==> config.mk <==
export PLATFORM = sky130hd
export DESIGN_NAME = instr_fetch_ctrl
export DESIGN_NICKNAME = d
export VERILOG_FILES = /design/src/rtl/instr_fetch_ctrl.sv
export SDC_FILE = /design/constraint.sdc
export NUM_CORES = 1
export LEC_CHECK = 0
export CAP_MARGIN = 20
export CORE_MARGIN = 4
export CORE_UTILIZATION = 50
export DETAILED_ROUTE_END_ITERATION = 8
export PLACE_DENSITY = 0.76
export SLEW_MARGIN = 10
export SYNTH_ARGS = -nofsm -noshare
export SYNTH_HDL_FRONTEND = slang
export SYNTH_SLANG_ARGS = --single-unit
==> constraint.sdc <==
create_clock -name clk_i -period 3.1 [get_ports clk_i]
set_input_delay 0.31 -clock clk_i [delete_from_list [all_inputs] [get_ports clk_i]]
set_output_delay 0.31 -clock clk_i [all_outputs]
set_load 0.01 [all_outputs]
==> src/rtl/instr_fetch_ctrl.sv <==
// Instruction fetch controller: assembles a 32-bit instruction from four
// byte reads of a byte-wide instruction memory and holds it under a
// single-entry tag so a repeated PC is served without stalling.
module instr_fetch_ctrl #(
  parameter int          ADDR_W      = 32,
  parameter logic [31:0] RESET_INSTR = 32'h0000_0000
) (
  input  logic              clk_i,
  input  logic              reset_i,
  input  logic [ADDR_W-1:0] pc_i,
  input  logic              flush_i,
  output logic [31:0]       instruction_o,
  output logic              busywait_o,
  output logic [ADDR_W-1:0] mem_addr_o,
  output logic              mem_read_o,
  input  logic [7:0]        mem_readdata_i,
  input  logic              mem_busywait_i
);

  typedef enum logic {
    IDLE  = 1'b0,
    FETCH = 1'b1
  } state_e;

  state_e            state_q;
  logic [1:0]        cnt_q;
  logic [ADDR_W-1:0] lpc_q;
  logic [ADDR_W-1:0] tag_q;
  logic              tag_valid_q;
  logic              flush_pend_q;
  logic [31:0]       instr_q;
  // Bytes 0..2 of the instruction being assembled; byte 3 arrives on the
  // completing edge and goes straight into the instruction register.
  logic [23:0]       asm_q;

  logic              hit;
  logic [31:0]       instr_d;

  // Hit detection and the completed word formed on the final byte capture.
  always_comb begin
    hit     = tag_valid_q && (tag_q == pc_i) && !flush_i;
    instr_d = {mem_readdata_i, asm_q};
  end

  // Memory-side and stall outputs decoded straight from the state flops.
  always_comb begin
    mem_read_o = (state_q == FETCH);
    mem_addr_o = '0;
    if (state_q == FETCH) begin
      // Unsigned add of the byte offset wraps naturally at 2^ADDR_W.
      mem_addr_o = lpc_q + ADDR_W'(cnt_q);
    end
    busywait_o = (state_q == FETCH) || !hit;
  end

  assign instruction_o = instr_q;

  // Fetch FSM with its counter, address latch, tag and assembly state.
  always_ff @(posedge clk_i) begin
    // NOTE: reset is sampled on the clock edge here, so it sits inside the
    // clocked branch rather than in the sensitivity list.
    if (reset_i) begin
      // NOTE: all state uses non-blocking assignments so every register
      // samples pre-edge values regardless of statement order.
      state_q      <= IDLE;
      cnt_q        <= 2'd0;
      lpc_q        <= '0;
      tag_q        <= '0;
      tag_valid_q  <= 1'b0;
      flush_pend_q <= 1'b0;
      instr_q      <= RESET_INSTR;
      asm_q        <= '0;
    end else begin
      case (state_q)
        IDLE: begin
          if (flush_i) begin
            tag_valid_q <= 1'b0;
          end
          if (!hit) begin
            lpc_q   <= pc_i;
            cnt_q   <= 2'd0;
            state_q <= FETCH;
          end
        end
        FETCH: begin
          if (flush_i) begin
            flush_pend_q <= 1'b1;
          end
          if (!mem_busywait_i) begin
            cnt_q <= cnt_q + 2'd1;
            case (cnt_q)
              2'd0: asm_q[7:0]   <= mem_readdata_i;
              2'd1: asm_q[15:8]  <= mem_readdata_i;
              2'd2: asm_q[23:16] <= mem_readdata_i;
              default: begin
                instr_q      <= instr_d;
                tag_q        <= lpc_q;
                // A flush seen at any point of the fetch leaves the tag invalid.
                tag_valid_q  <= !(flush_pend_q || flush_i);
                flush_pend_q <= 1'b0;
                state_q      <= IDLE;
              end
            endcase
          end
        end
        default: state_q <= IDLE;
      endcase
    end
  end

endmodule

# Word level (Yosys, flattened, before mapping)
# Index checks and enable logic that the tools add are counted.
[totals]
regBits = 125
input_bits = 44
out_inout_bits = 66
[classes]
n_addsub = 2
eq_ne = 7
muxes = 15
bitwise_logic = 4
n_reduce_logical = 16
[op_table]
columns = ["op", "count"]
rows = [
  ["adder 32 x 2 -> 32 bit", 1],
  ["== test 32 bit", 1],
  ["2-to-1 mux 32 bit", 1],
  ["AND reduction 3 bit", 5],
  ["2-to-1 mux 1 bit", 9],
  ["inequality test 2 bit (second input constant)", 4],
  ["2-to-1 mux 2 bit", 2],
  ["NOT 1 bit", 4],
  ["case mux 1 bit (2 select lines)", 2],
  ["case mux 2 bit (2 select lines)", 1],
  ["AND reduction 2 bit", 2],
  ["zero test 1 bit", 3],
  ["OR reduction 3 bit", 1],
  ["adder 2 x 1 -> 2 bit (second input constant)", 1],
  ["== test 2 x 1 -> 1 bit (second input constant)", 1],
  ["== test 2 bit (second input constant)", 1],
  ["logical AND 1 bit", 2],
  ["zero test 2 bit", 1],
  ["logical OR 1 bit", 2],
]

# Depth between registers and ports, before layout
# Gate-level depths: netlist of run 1.
[logic_depth]
word_depth = 5
ltp_mapped = 8

# Least setup slack after synthesis of run 1
# No wires, ideal clock.
[synth_timing]
kind = "register -> output"
startpoint = "register cnt_q[0]"
endpoint = "output port mem_addr_o[10]"
arrival_ns = 2.091
required_ns = 2.790
slack_ns = 0.699
path_stages_with_launch = 8
cell_sequence = "dfxtp_1 -> ha_1 -> fa_1 -> nand3_1 -> or2_2 -> clkbuf_1 -> or3_1 -> a21boi_0"
[synth_between]
elab_chain_cells = 2
[synth_lines]
columns = ["element", "line_no", "rtl"]
rows = [
  ["start: declaration", "26", "logic [1:0] cnt_q;"],
  ["start signal: assignment", "90", "cnt_q <= cnt_q + 2'd1;"],
  ["adder 32 x 2 -> 32 bit", "51", "mem_addr_o = lpc_q + ADDR_W'(cnt_q);"],
  ["2-to-1 mux 32 bit", "49", "if (state_q == FETCH) begin"],
  ["end: declaration", "14", "output logic [ADDR_W-1:0] mem_addr_o,"],
]
# Every way passes these cells.

# Worst setup path in the final report of run 1
[layout_timing]
startpoint = "register lpc_q[1]"
endpoint = "output port mem_addr_o[25]"
[layout_between]
elab_chain_cells = 2
[layout_lines]
columns = ["element", "line_no", "rtl"]
rows = [
  ["start: declaration", "27", "logic [ADDR_W-1:0] lpc_q;"],
  ["start signal: assignment", "80", "lpc_q <= pc_i;"],
  ["adder 32 x 2 -> 32 bit", "51", ""],
  ["2-to-1 mux 32 bit", "49", ""],
]
# Every way passes these cells.

==> results of run 1 <==
-- cells by family after synthesis --
family	synth area share
buf+inv	0.0465
compound gates	0.167
flops	0.378
fa+ha+maj	0.0144
simple gates	0.320
xor+xnor	0.0688
mux	0.00473
-- layer usage --
layer | vias up | global-route usage
met5 | - | 0
met4 | 0 | 0.0900
met3 | 42 | 0.0677
met2 | 273 | 0.404
met1 | 3186 | 0.350
li1 | 3279 | -
-- power by group through the flow --
stage / Combinational (mW) / Sequential, mW / Clock (mW)
after floorplan: 0.243 / 1.74 / 0
after global placement: 0.431 / 1.76 / 0
after detailed placement: 0.432 / 1.76 / 0
after CTS: 0.435 / 1.72 / 1.95
after global routing: 0.481 / 1.73 / 2.02
final: 0.441 / 1.73 / 1.93
-- flip-flops by register name, indices dropped and copies added (netlist names) --
name	flops
asm_q	24
cnt_q	2
flush_pend_q	1
instruction_o	32
lpc_q	32
mem_read_o	1
tag_q	32
tag_valid_q	1
-- worst max-delay path, delay by kind of cell, from the launching register on --
family                   cells  cell delay (ns)
adder cells (fa/ha/maj)      1             0.31
buffers and inverters        1             0.56
flip-flops                   1             0.36
AO/OA/AOI/OAI                2             0.18
AND/OR/NAND/NOR              3             0.94
-- Yosys cell counts --
| master | number |
|---|---|
| and4_1 | 5 |
| nand3_1 | 36 |
| nand2_1 | 203 |
| buf_1 | 9 |
| nand4_1 | 9 |
| xor2_1 | 31 |
| nor2b_1 | 4 |
| fa_1 | 1 |
| clkbuf_1 | 65 |
| and2_1 | 20 |
| dfxtp_1 | 125 |
| mux2_2 | 1 |
| nor3_1 | 11 |
| or4_4 | 1 |
| o211ai_1 | 32 |
| nor4_1 | 16 |
| nor3b_1 | 32 |
| nor2_1 | 38 |
| xnor2_1 | 21 |
| or4_1 | 3 |
| ha_1 | 6 |
| nand3b_1 | 31 |
| a21boi_0 | 4 |
| and3b_1 | 1 |
| or3_1 | 12 |
| mux2i_1 | 2 |
| nand2b_1 | 4 |
| a31oi_1 | 1 |
| inv_1 | 8 |
| o21ai_0 | 42 |
| and3_1 | 1 |
| or2_2 | 1 |
| a21oi_1 | 124 |
-- through the flow --
stage | setup TNS (ns) | area, um^2
after floorplan | 0 | 6620
after global placement | -0.190 | 7930
after detailed placement | -0.217 | 7930
after CTS | 0 | 8570
after global routing | -0.174 | 8690
final | 0 | 8690
-- cell usage in the layout, fill, tap and decap left out, types with 8 or more instances in the layout --
master and count:
or3_1 11, o21ai_0 42, a21oi_1 123, nand3_1 34, buf_4 34, nand4_1 9, xnor2_1 21, clkdlybuf4s50_1 98
and2_1 19, clkbuf_16 17, nor3b_1 32, nand3b_1 31, nor4_1 10, xor2_1 31, nand2_1 202, o211ai_1 32
dfxtp_1 122, nor2_1 38, inv_1 8
-- cell type report --
class | instances | share of cell area
multi-input combinational | 695 | 0.457
tap | 172 | 0.0248
clock buffer | 20 | 0.0526
inverter | 8 | 0.00346
timing repair buffer | 145 | 0.161
sequential | 125 | 0.289
clock inverter | 10 | 0.0134
-- repair_timing --
item / in CTS / in global routing
buffers inserted: 1 / 3
pin swaps: 1 / 1
setup endpoints to repair: 22 / 18
gates cloned: 1 / 1
gates resized for setup: 19 / 21
-- worst paths after layout --
check / from / end / cells past startpoint
min: reset_i / tag_q[14] / 2
max: lpc_q[1] / mem_addr_o[25] / 7
max reg2reg: tag_q[28] / mem_read_o / 5
min reg2reg: asm_q[4] / instruction_o[4] / 2
==> reports/results.ini, run 1 <==
[run_status]
outcome=complete, no violations

[timing]
finalSetupViolCount=0
period_minus_slack_ns=3.08
min_period_over_period=0.993
max-slew-margin-rel=0.588
hold_slack_ns=0.417
rsz0062_at_grt=true
skew_ns=0.00733
drv_slew=0
fin_ws_ns=0.0220
timing.fmax_ghz=0.325
hold_viol_final=0
worstMarginPinSlew_ns=0.618

[power_and_ir_drop]
p_switching_mw=1.01
clock_power_share=0.471
power_density_nw_per_um2=472
pwr-share-seq=0.421
p_int_mw=3.09
report.power.total_mw=4.10
leakagePower_nw=2.99
combPwrFrac=0.108
sw_frac_of_total=0.247
ir_drop_v=0.000405

[floorplan]
die_h_um=123
dieArea_um2=15100
start_util=0.518
fp-row-count=41
ios=110
core_um2=12800
dieWidth_um=123

[final_layout]
num_antenna_cells=0
nNetsFinal=1043
area_delta_synth_final_pct=31.3
regArea_um2=2510
multi_input_area_um2=3970
final_cells=1175
final_util=0.680
drive_gt1_frac=0.0967
fillerInstances=1063

[critical_path]
arrival_ns=2.77
path_max_fanout=5
critPathSlowestCell=clkdlybuf4s50_1
crit_chain=ha_1, a21oi_2, or3_2, nor4_1, nand3b_1, o21ai_0, clkdlybuf4s50_1
worstPathRequired_ns=2.79
worstSetupEndpointType=primary output
regToRegSetupSlack_ns=0.71
critPathKind=reg2out
cpPeakStageDelay_ns=0.56
cp-start-kind=flop

[drt]
vias_per_cell=5.77
drtPass1Iterations=7
routedWlPerCell_um=16.9
drt_first_iter_violations=679
top_layer_used=met4
drt-met1-wl_um=8560
wl_met3_um=1540
num_vias=6780
ant_nets=0
routed-wl-met2_um=9240
drc=0
drt-total-wl_um=19800

[synth]
yosysSeqAreaShare=0.378
avgSynthCellArea_um2=7.35
ys_seq_elements=125
synthesis.nets=951
yosysWarnings=0
synth.top_cell.area_share=0.378
synthTopCellsByArea=dfxtp_1 (38%), nand2_1 (12%), a21oi_1 (9.4%)
syn_inst=900
yosysTopAreaCell=dfxtp_1
ys_types=33
netlist_area_um2=6620

[placement]
dp_hpwl_um=12800
pre_cts_slack_ns=-0.217
dp.cells=1139
gp_congestion=0.920
numPortBuffers=109

[global_routing]
grt_max_degree=66
grt_overflow=0
grt_pass1_wl_um=31200
antenna_found_initial=0
grt_pass1_vias=6195
grt_usage=0.259

[clock_tree]
htreeDepth=4
path_clk_slew_ns=0.05
clock-root-buffer=clkbuf_16
ctsHoldBuffers=0
cts_made_buffers=17
clockBufferDepth=2
cts_tree=done
cts_sinks=125
clock_latency_ns=0.42

[run]
drv_cap=0

[worst_hold_path]
worstHoldPathType=in2reg

No activity file was read; power rests on OpenSTA's default activity.
==> run 2, diff against run 1 <==
GPL_ROUTABILITY_DRIVEN = 0   (was default)
SKIP_LAST_GASP = 1   (was default)
==> run 2 against run 1 <==
Power barely moved. Fmax rose by 0.27%. Critical path type unchanged. First-iteration DRC count fell by 14%. Sequential share of layout area rose by 0.058 points. Via count fell by 0.47%. Highest routed layer unchanged. Core utilization fell by 0.14 points. Flip-flop and latch count did not move.
==> reports/results.ini, run 2 (same netlist as run 1, synthesis figures left out) <==
[placement]
numPortBuffers=109  ; unchanged
dp_hpwl_um=12800  ; unchanged
pre_cts_slack_ns=-0.217  ; unchanged

[timing]
finalSetupViolCount=0  ; unchanged
timing.fmax_ghz=0.326  ; +0.27%
skew_ns=0.00681  ; -0.000513 ns
worstMarginPinSlew_ns=0.614  ; -0.00385 ns
min_period_over_period=0.990  ; -0.00271
max-slew-margin-rel=0.591  ; +0.00257
drv_slew=0  ; unchanged
hold_slack_ns=0.414  ; -0.00295 ns
rsz0062_at_grt=true
period_minus_slack_ns=3.07  ; -0.00839 ns
hold_viol_final=0  ; unchanged
fin_ws_ns=0.0304  ; +0.00839 ns

[clock_tree]
path_clk_slew_ns=0.05  ; about the same
cts_made_buffers=17  ; unchanged
clock-root-buffer=clkbuf_16
clock_latency_ns=0.42  ; about the same
cts_tree=done
htreeDepth=4  ; unchanged
cts_sinks=125  ; unchanged
clockBufferDepth=2  ; unchanged

[global_routing]
grt_usage=0.259  ; unchanged
grt_pass1_vias=6196  ; +0.016%
antenna_found_initial=0  ; unchanged
grt_overflow=0  ; unchanged
grt_max_degree=66  ; unchanged
grt_pass1_wl_um=31200  ; about the same

[power_and_ir_drop]
leakagePower_nw=2.94  ; -1.7%
power_density_nw_per_um2=473  ; +0.24%
combPwrFrac=0.108  ; about the same
sw_frac_of_total=0.247  ; about the same
ir_drop_v=0.000406  ; +0.15%
p_switching_mw=1.01  ; about the same
clock_power_share=0.471  ; about the same
p_int_mw=3.09  ; about the same
pwr-share-seq=0.421  ; about the same

[run_status]
outcome=complete, no violations

[drt]
routedWlPerCell_um=16.7  ; -0.71%
num_vias=6748  ; -0.47%
drt-total-wl_um=19700  ; -0.79%
drt_first_iter_violations=581  ; -14%
drtPass1Iterations=5  ; -2
vias_per_cell=5.75  ; -0.39%
drc=0  ; unchanged
ant_nets=0  ; unchanged

[floorplan]
start_util=0.518  ; unchanged
dieArea_um2=15100  ; unchanged
fp-row-count=41  ; unchanged
ios=110  ; unchanged
die_h_um=123  ; unchanged
core_um2=12800  ; unchanged
dieWidth_um=123  ; unchanged

[critical_path]
critPathKind=reg2out
cp-start-kind=flop
worstPathRequired_ns=2.79  ; about the same
path_max_fanout=5  ; unchanged
arrival_ns=2.76  ; about the same
worstSetupEndpointType=primary output

[worst_hold_path]
worstHoldPathType=in2reg

[run]
drv_cap=0  ; unchanged

[final_layout]
area_delta_synth_final_pct=31.0
final_cell_mix=nand2_1 (202), a21oi_1 (123), dfxtp_1 (122)
nNetsFinal=1042  ; -0.096%
num_antenna_cells=0  ; unchanged
drive_gt1_frac=0.0948  ; -0.00190
layout_commonest_cell=nand2_1
fillerInstances=1066  ; +0.28%

run 2: changes by cell type in the layout (fill, tap and decap cells not counted):
cell             previous run  this run
clkdlybuf4s50_1            98       100
nor4_4                      1         0
ha_4                        0         1
nor4_1                     10        11
ha_2                        1         0
dlymetal6s2s_1              4         2
buf_4                      34        33
run 2: cell type report:
cell class	count	area (um^2)	area share
Inverter	8	30.0	0.00346
Timing Repair Buffer	144	1380	0.159
Clock buffer	20	457	0.0527
Multi-Input combinational cell	695	3960	0.457
Sequential cell	125	2510	0.289
Tap cell	172	215	0.0248
Clock inverter	10	116	0.0134
run 2: stage by stage:
step | cell area (um^2) | setup TNS, ns | utilization | instances | power (mW)
after CTS | 8570 | -0.0174 | 0.671 | 1171 | 4.10
after floorplan | 6620 | 0 | - | 900 | 1.98
after global routing | 8670 | -0.243 | 0.679 | 1174 | 4.24
final | 8670 | 0 | 0.679 | 1174 | 4.10
after global placement | 7930 | -0.190 | 0.621 | 1139 | 2.19
after detailed placement | 7930 | -0.217 | 0.621 | 1139 | 2.19
run 2: per-layer routing:
| metal | GRT usage | part of all wire | up-vias |
|---|---|---|---|
| li1 | - | - | 3279 |
| met1 | 0.350 | 0.43 | 3168 |
| met2 | 0.404 | 0.47 | 266 |
| met3 | 0.0677 | 0.074 | 35 |
| met4 | 0.0900 | 0.023 | 0 |
| met5 | 0 | 0 | - |
run 2: timing repair:
action                                  in CTS  in global routing
pin swaps                                    1                  4
hold buffers                                 0                  0
cloned                                       1                  1
endpoints found under the setup margin      22                 17
resized for setup                           18                 19
buffers inserted                             1                  2
run 2: final timing paths:
kind,startpoint,endpoint,slack [ns],depth (start not counted)
hold reg to reg,asm_q[4],instruction_o[4],0.45,2
hold / removal,reset_i,tag_q[17],0.41,2
setup / recovery,lpc_q[1],mem_addr_o[19],0.03,7
setup reg to reg,tag_q[28],mem_read_o,0.73,5
run 2: critical path: stages, from the launching register on:
cell             delay (ns)
dfxtp_1                0.36
ha_1                   0.31
a21oi_2                0.10
or3_2                  0.55
nor3_1                 0.22
xor2_1                 0.16
and2_1                 0.13
clkdlybuf4s50_1        0.53
run 2: power groups by stage:
stage | clock network, mW | logic (mW) | registers, mW
6_report | 1.93 | 0.442 | 1.73
5_1_grt | 2.02 | 0.482 | 1.73
4_1_cts | 1.95 | 0.435 | 1.72
3_5_place_dp | 0 | 0.432 | 1.76
3_3_place_gp | 0 | 0.431 | 1.76
2_1_floorplan | 0 | 0.243 | 1.74
==> RTL edit 1 (config.mk and constraints of run 2) <==
Set the parameter `ADDR_W` to 16 (it was 32).
--- a/src/rtl/instr_fetch_ctrl.sv
+++ b/src/rtl/instr_fetch_ctrl.sv
@@ -3,5 +3,5 @@
 // single-entry tag so a repeated PC is served without stalling.
 module instr_fetch_ctrl #(
-  parameter int          ADDR_W      = 32,
+  parameter int          ADDR_W      = 16,
   parameter logic [31:0] RESET_INSTR = 32'h0000_0000
 ) (
Interface: changed (resized mem_addr_o and pc_i); port bits go from 110 to 78. The function was not compared with the original's and may differ.
==> RTL edit 1 against run 2 <==
- synthesized cell count is 38% lower
- sequential cell count fell by 32
- synthesized area fell by 34%
- design area is 38% lower
- power fell by 43%
- wire length fell by 43%
- clock skew increased by 0.0040 ns
- largest power group is now sequential cells
- non-clock buffer count decreased by 56
- maximum frequency up 5.5%
- via count shrank 40%
- combinational power down 44%
- count of clock-buffer cells in the layout fell by 11
- worst setup slack better by 0.16 ns
==> RTL edit 1: results (changes against run 2) <==
internal power 1730 µW (was 3090 µW); Die Area 0.0103 mm² (was 0.0151 mm²); Peak supply drop 0.000310 V (was 0.000406 V); global-route wire length before repair 17400 µm (was 31200 µm); syn_area_per_cell 7.83 µm² (was 7.35 µm²); clock-cell share of area 3.66% (was 6.61%); Vias 4035 (was 6748); min-delay src asm_q[11] (was reset_i); Post-DP Area 0.00517 mm² (was 0.00793 mm²); Hold EP instruction_o[11] (was tag_q[17]); final period utilization 93.8% (was 99.0%); Worst R2R End lpc_q[4] (was mem_read_o); logic gate share of total power 10.6% (was 10.8%); H-tree lvl count 3 (was 4); Data buffer area share 15.9% (about the same); GRT Total Usage 21.2% (was 25.9%); status finished, final reports clean (unchanged); Seq/Total Area, Yosys 42.5% (was 37.8%); leakage 0.00195 µW (was 0.00294 µW); clk slew on worst S/H paths 0.09 ns (was 0.05 ns); CTS sink count 93 (was 125); Repair and plain buffers 88 (was 144); Routed Wire Length 11200 µm (was 19700 µm); clk_lat worst skew 0.36 ns (was 0.42 ns); Worst R2R Start tag_q[9] (was tag_q[28]); clock skew 0.0108 ns (was 0.00681 ns); Critical Path AT 2.60 ns (was 2.76 ns); layout cell share with drive strength beyond 1 7.94% (was 9.48%); IO buf count 77 (was 109); multi-input combinational area share 43.0% (was 45.7%); Final HPWL DP 7610 µm (was 12800 µm); clock root buffer clkbuf_8 (was clkbuf_16); Final Net Count 648 (was 1042); pin count of the biggest net entering global routing 99 (was 66); Post-synth top cells nand2_1, dfxtp_1, a21oi_1 (unchanged); Inverters 4 (was 8)
-- RTL edit 1: changes by cell type after synthesis, moves of 16 or more --
cell,run 2,this run
or3b_2,0,16
dfxtp_1,125,93
nand2_1,203,149
o21ai_0,42,0
xor2_1,31,14
nor3b_1,32,0
a21oi_1,124,73
o22ai_1,0,16
o211ai_1,32,0
clkbuf_1,65,33
nand3b_1,31,1
-- RTL edit 1: kinds of logic (layout without fill, tap and decap cells) --
kind of cell / count (synthesis) / after routing / share of synthesized area [%]
AO/OA/AOI/OAI: 93 / 93 / 11.5
XOR/XNOR: 30 / 30 / 5.99
adder cells (fa/ha/maj): 7 / 7 / 2.17
buffers and inverters: 50 / 107 / 4.94
flip-flops: 93 / 93 / 42.5
multiplexers: 1 / 1 / 0.257
AND/OR/NAND/NOR: 286 / 286 / 32.7
-- RTL edit 1: per-layer routing --
layer	GRT usage [%]	part of all wire (%)	routed length [µm]
met2	31.8	45	5040
met1	30.5	46	5170
met4	6.24	0.70	78
met3	4.82	7.8	866
met5	0	0	0
==> RTL edit 2 (flow settings as in run 2) <==
Without the edit above. Reset style: asynchronous (`reset_i`), changed in one clocked block.
--- a/src/rtl/instr_fetch_ctrl.sv
+++ b/src/rtl/instr_fetch_ctrl.sv
@@ -57,5 +57,5 @@
 
   // Fetch FSM with its counter, address latch, tag and assembly state.
-  always_ff @(posedge clk_i) begin
+  always_ff @(posedge clk_i or posedge reset_i) begin
     // NOTE: reset is sampled on the clock edge here, so it sits inside the
     // clocked branch rather than in the sensitivity list.
Check against the original RTL: differs if reset_i is asserted again (counterexample within 4 cycles, from zero or initial values and one cycle with reset_i high); with reset_i held inactive, the same outputs for 4 cycles.
==> RTL edit 2 against run 2 <==
- global-route usage is 4.2 points lower
- register-to-register slack improved by 0.21 ns
- highest routed layer unchanged
- sequential cell count unchanged
- design area down 2.7%
- synthesized area shrank 5.8%
- worst setup slack better by 0.055 ns
- wire length shrank 22%
Power is not compared: it rests on default switching activity, and its combinational part moved more than twofold at a synthesized area within 25%.
==> RTL edit 2: results (changes against run 2) <==
status finished, final reports clean (unchanged); met2 WL 7690 µm (was 9200 µm); Repair and plain buffers 135 (was 144); vias in the first global route 4652 (was 6196); Synth cell types 40 (was 33); XOR/XNOR Fraction of Synth Area 7.58% (was 6.88%); area occupied by multi-input gates 0.00310 mm² (was 0.00396 mm²); met1 WL 6280 µm (was 8550 µm); Max Freq 332 MHz (was 326 MHz); pre-CTS worst setup slack 0.141 ns (was -0.217 ns); Multi-In Gates 328 (was 695); total iterations of the first detailed-routing run 4 (was 5); Inverters 7 (was 8); Worst R2R Start tag_q[6] (was tag_q[28]); worst hold path class primary input to async pin (was primary input to flop); WL met3 1060 µm (was 1460 µm); syn_area_per_cell 12.9 µm² (was 7.35 µm²); mux share of post-synthesis cell area 23.6% (was 0.473%); GRT Total Usage 21.7% (was 25.9%); crit-path max FO 6 (was 5); critical path endpoint mem_addr_o[22] (was mem_addr_o[19]); Crit. Startpoint lpc_q[0] (was lpc_q[1]); clock-cell share of area 7.88% (was 6.61%); register area 0.00313 mm² (was 0.00251 mm²); Post-DP Area 0.00750 mm² (was 0.00793 mm²); clock skew 0.00857 ns (was 0.00681 ns); Final HPWL DP 10300 µm (was 12800 µm); GRT met2 Usage 36.1% (was 40.4%); slowest stage delay, CP 0.53 ns (was 0.55 ns); Post-synth ARST share 100% (was 0%)
-- RTL edit 2: cell types whose count changed in the layout (fill, tap and decap cells not counted), sizes merged, moves of 32 or more --
| cell | change |
|---|---|
| nand2 | -180 |
| dfrtp | +125 |
| dfxtp | -125 |
| a21oi | -120 |
| mux2 | +117 |
| nor2 | -34 |
| o21ai | -33 |
| nor3b | -32 |
| o211ai | -32 |
-- RTL edit 2: logic make-up after synthesis --
group,Yosys count
buffers and inverters,30
multiplexers,121
flip-flops,125
AO/OA/AOI/OAI,24
adder cells (fa/ha/maj),7
AND/OR/NAND/NOR,121
XOR/XNOR,54
-- RTL edit 2: what timing repair did --
item	4_1_cts	5_1_grt
pin swaps	4	10
buffers inserted	8	7
gates resized for setup	18	24
endpoints found under the setup margin	20	16
cloned	1	0
-- RTL edit 2: stage by stage --
step | instances | utilization [%]
finish | 793 | 69.6
global route | 793 | 69.6
floorplan | 482 | -
CTS | 786 | 68.2
detailed placement | 747 | 61.9
global placement | 747 | 61.9
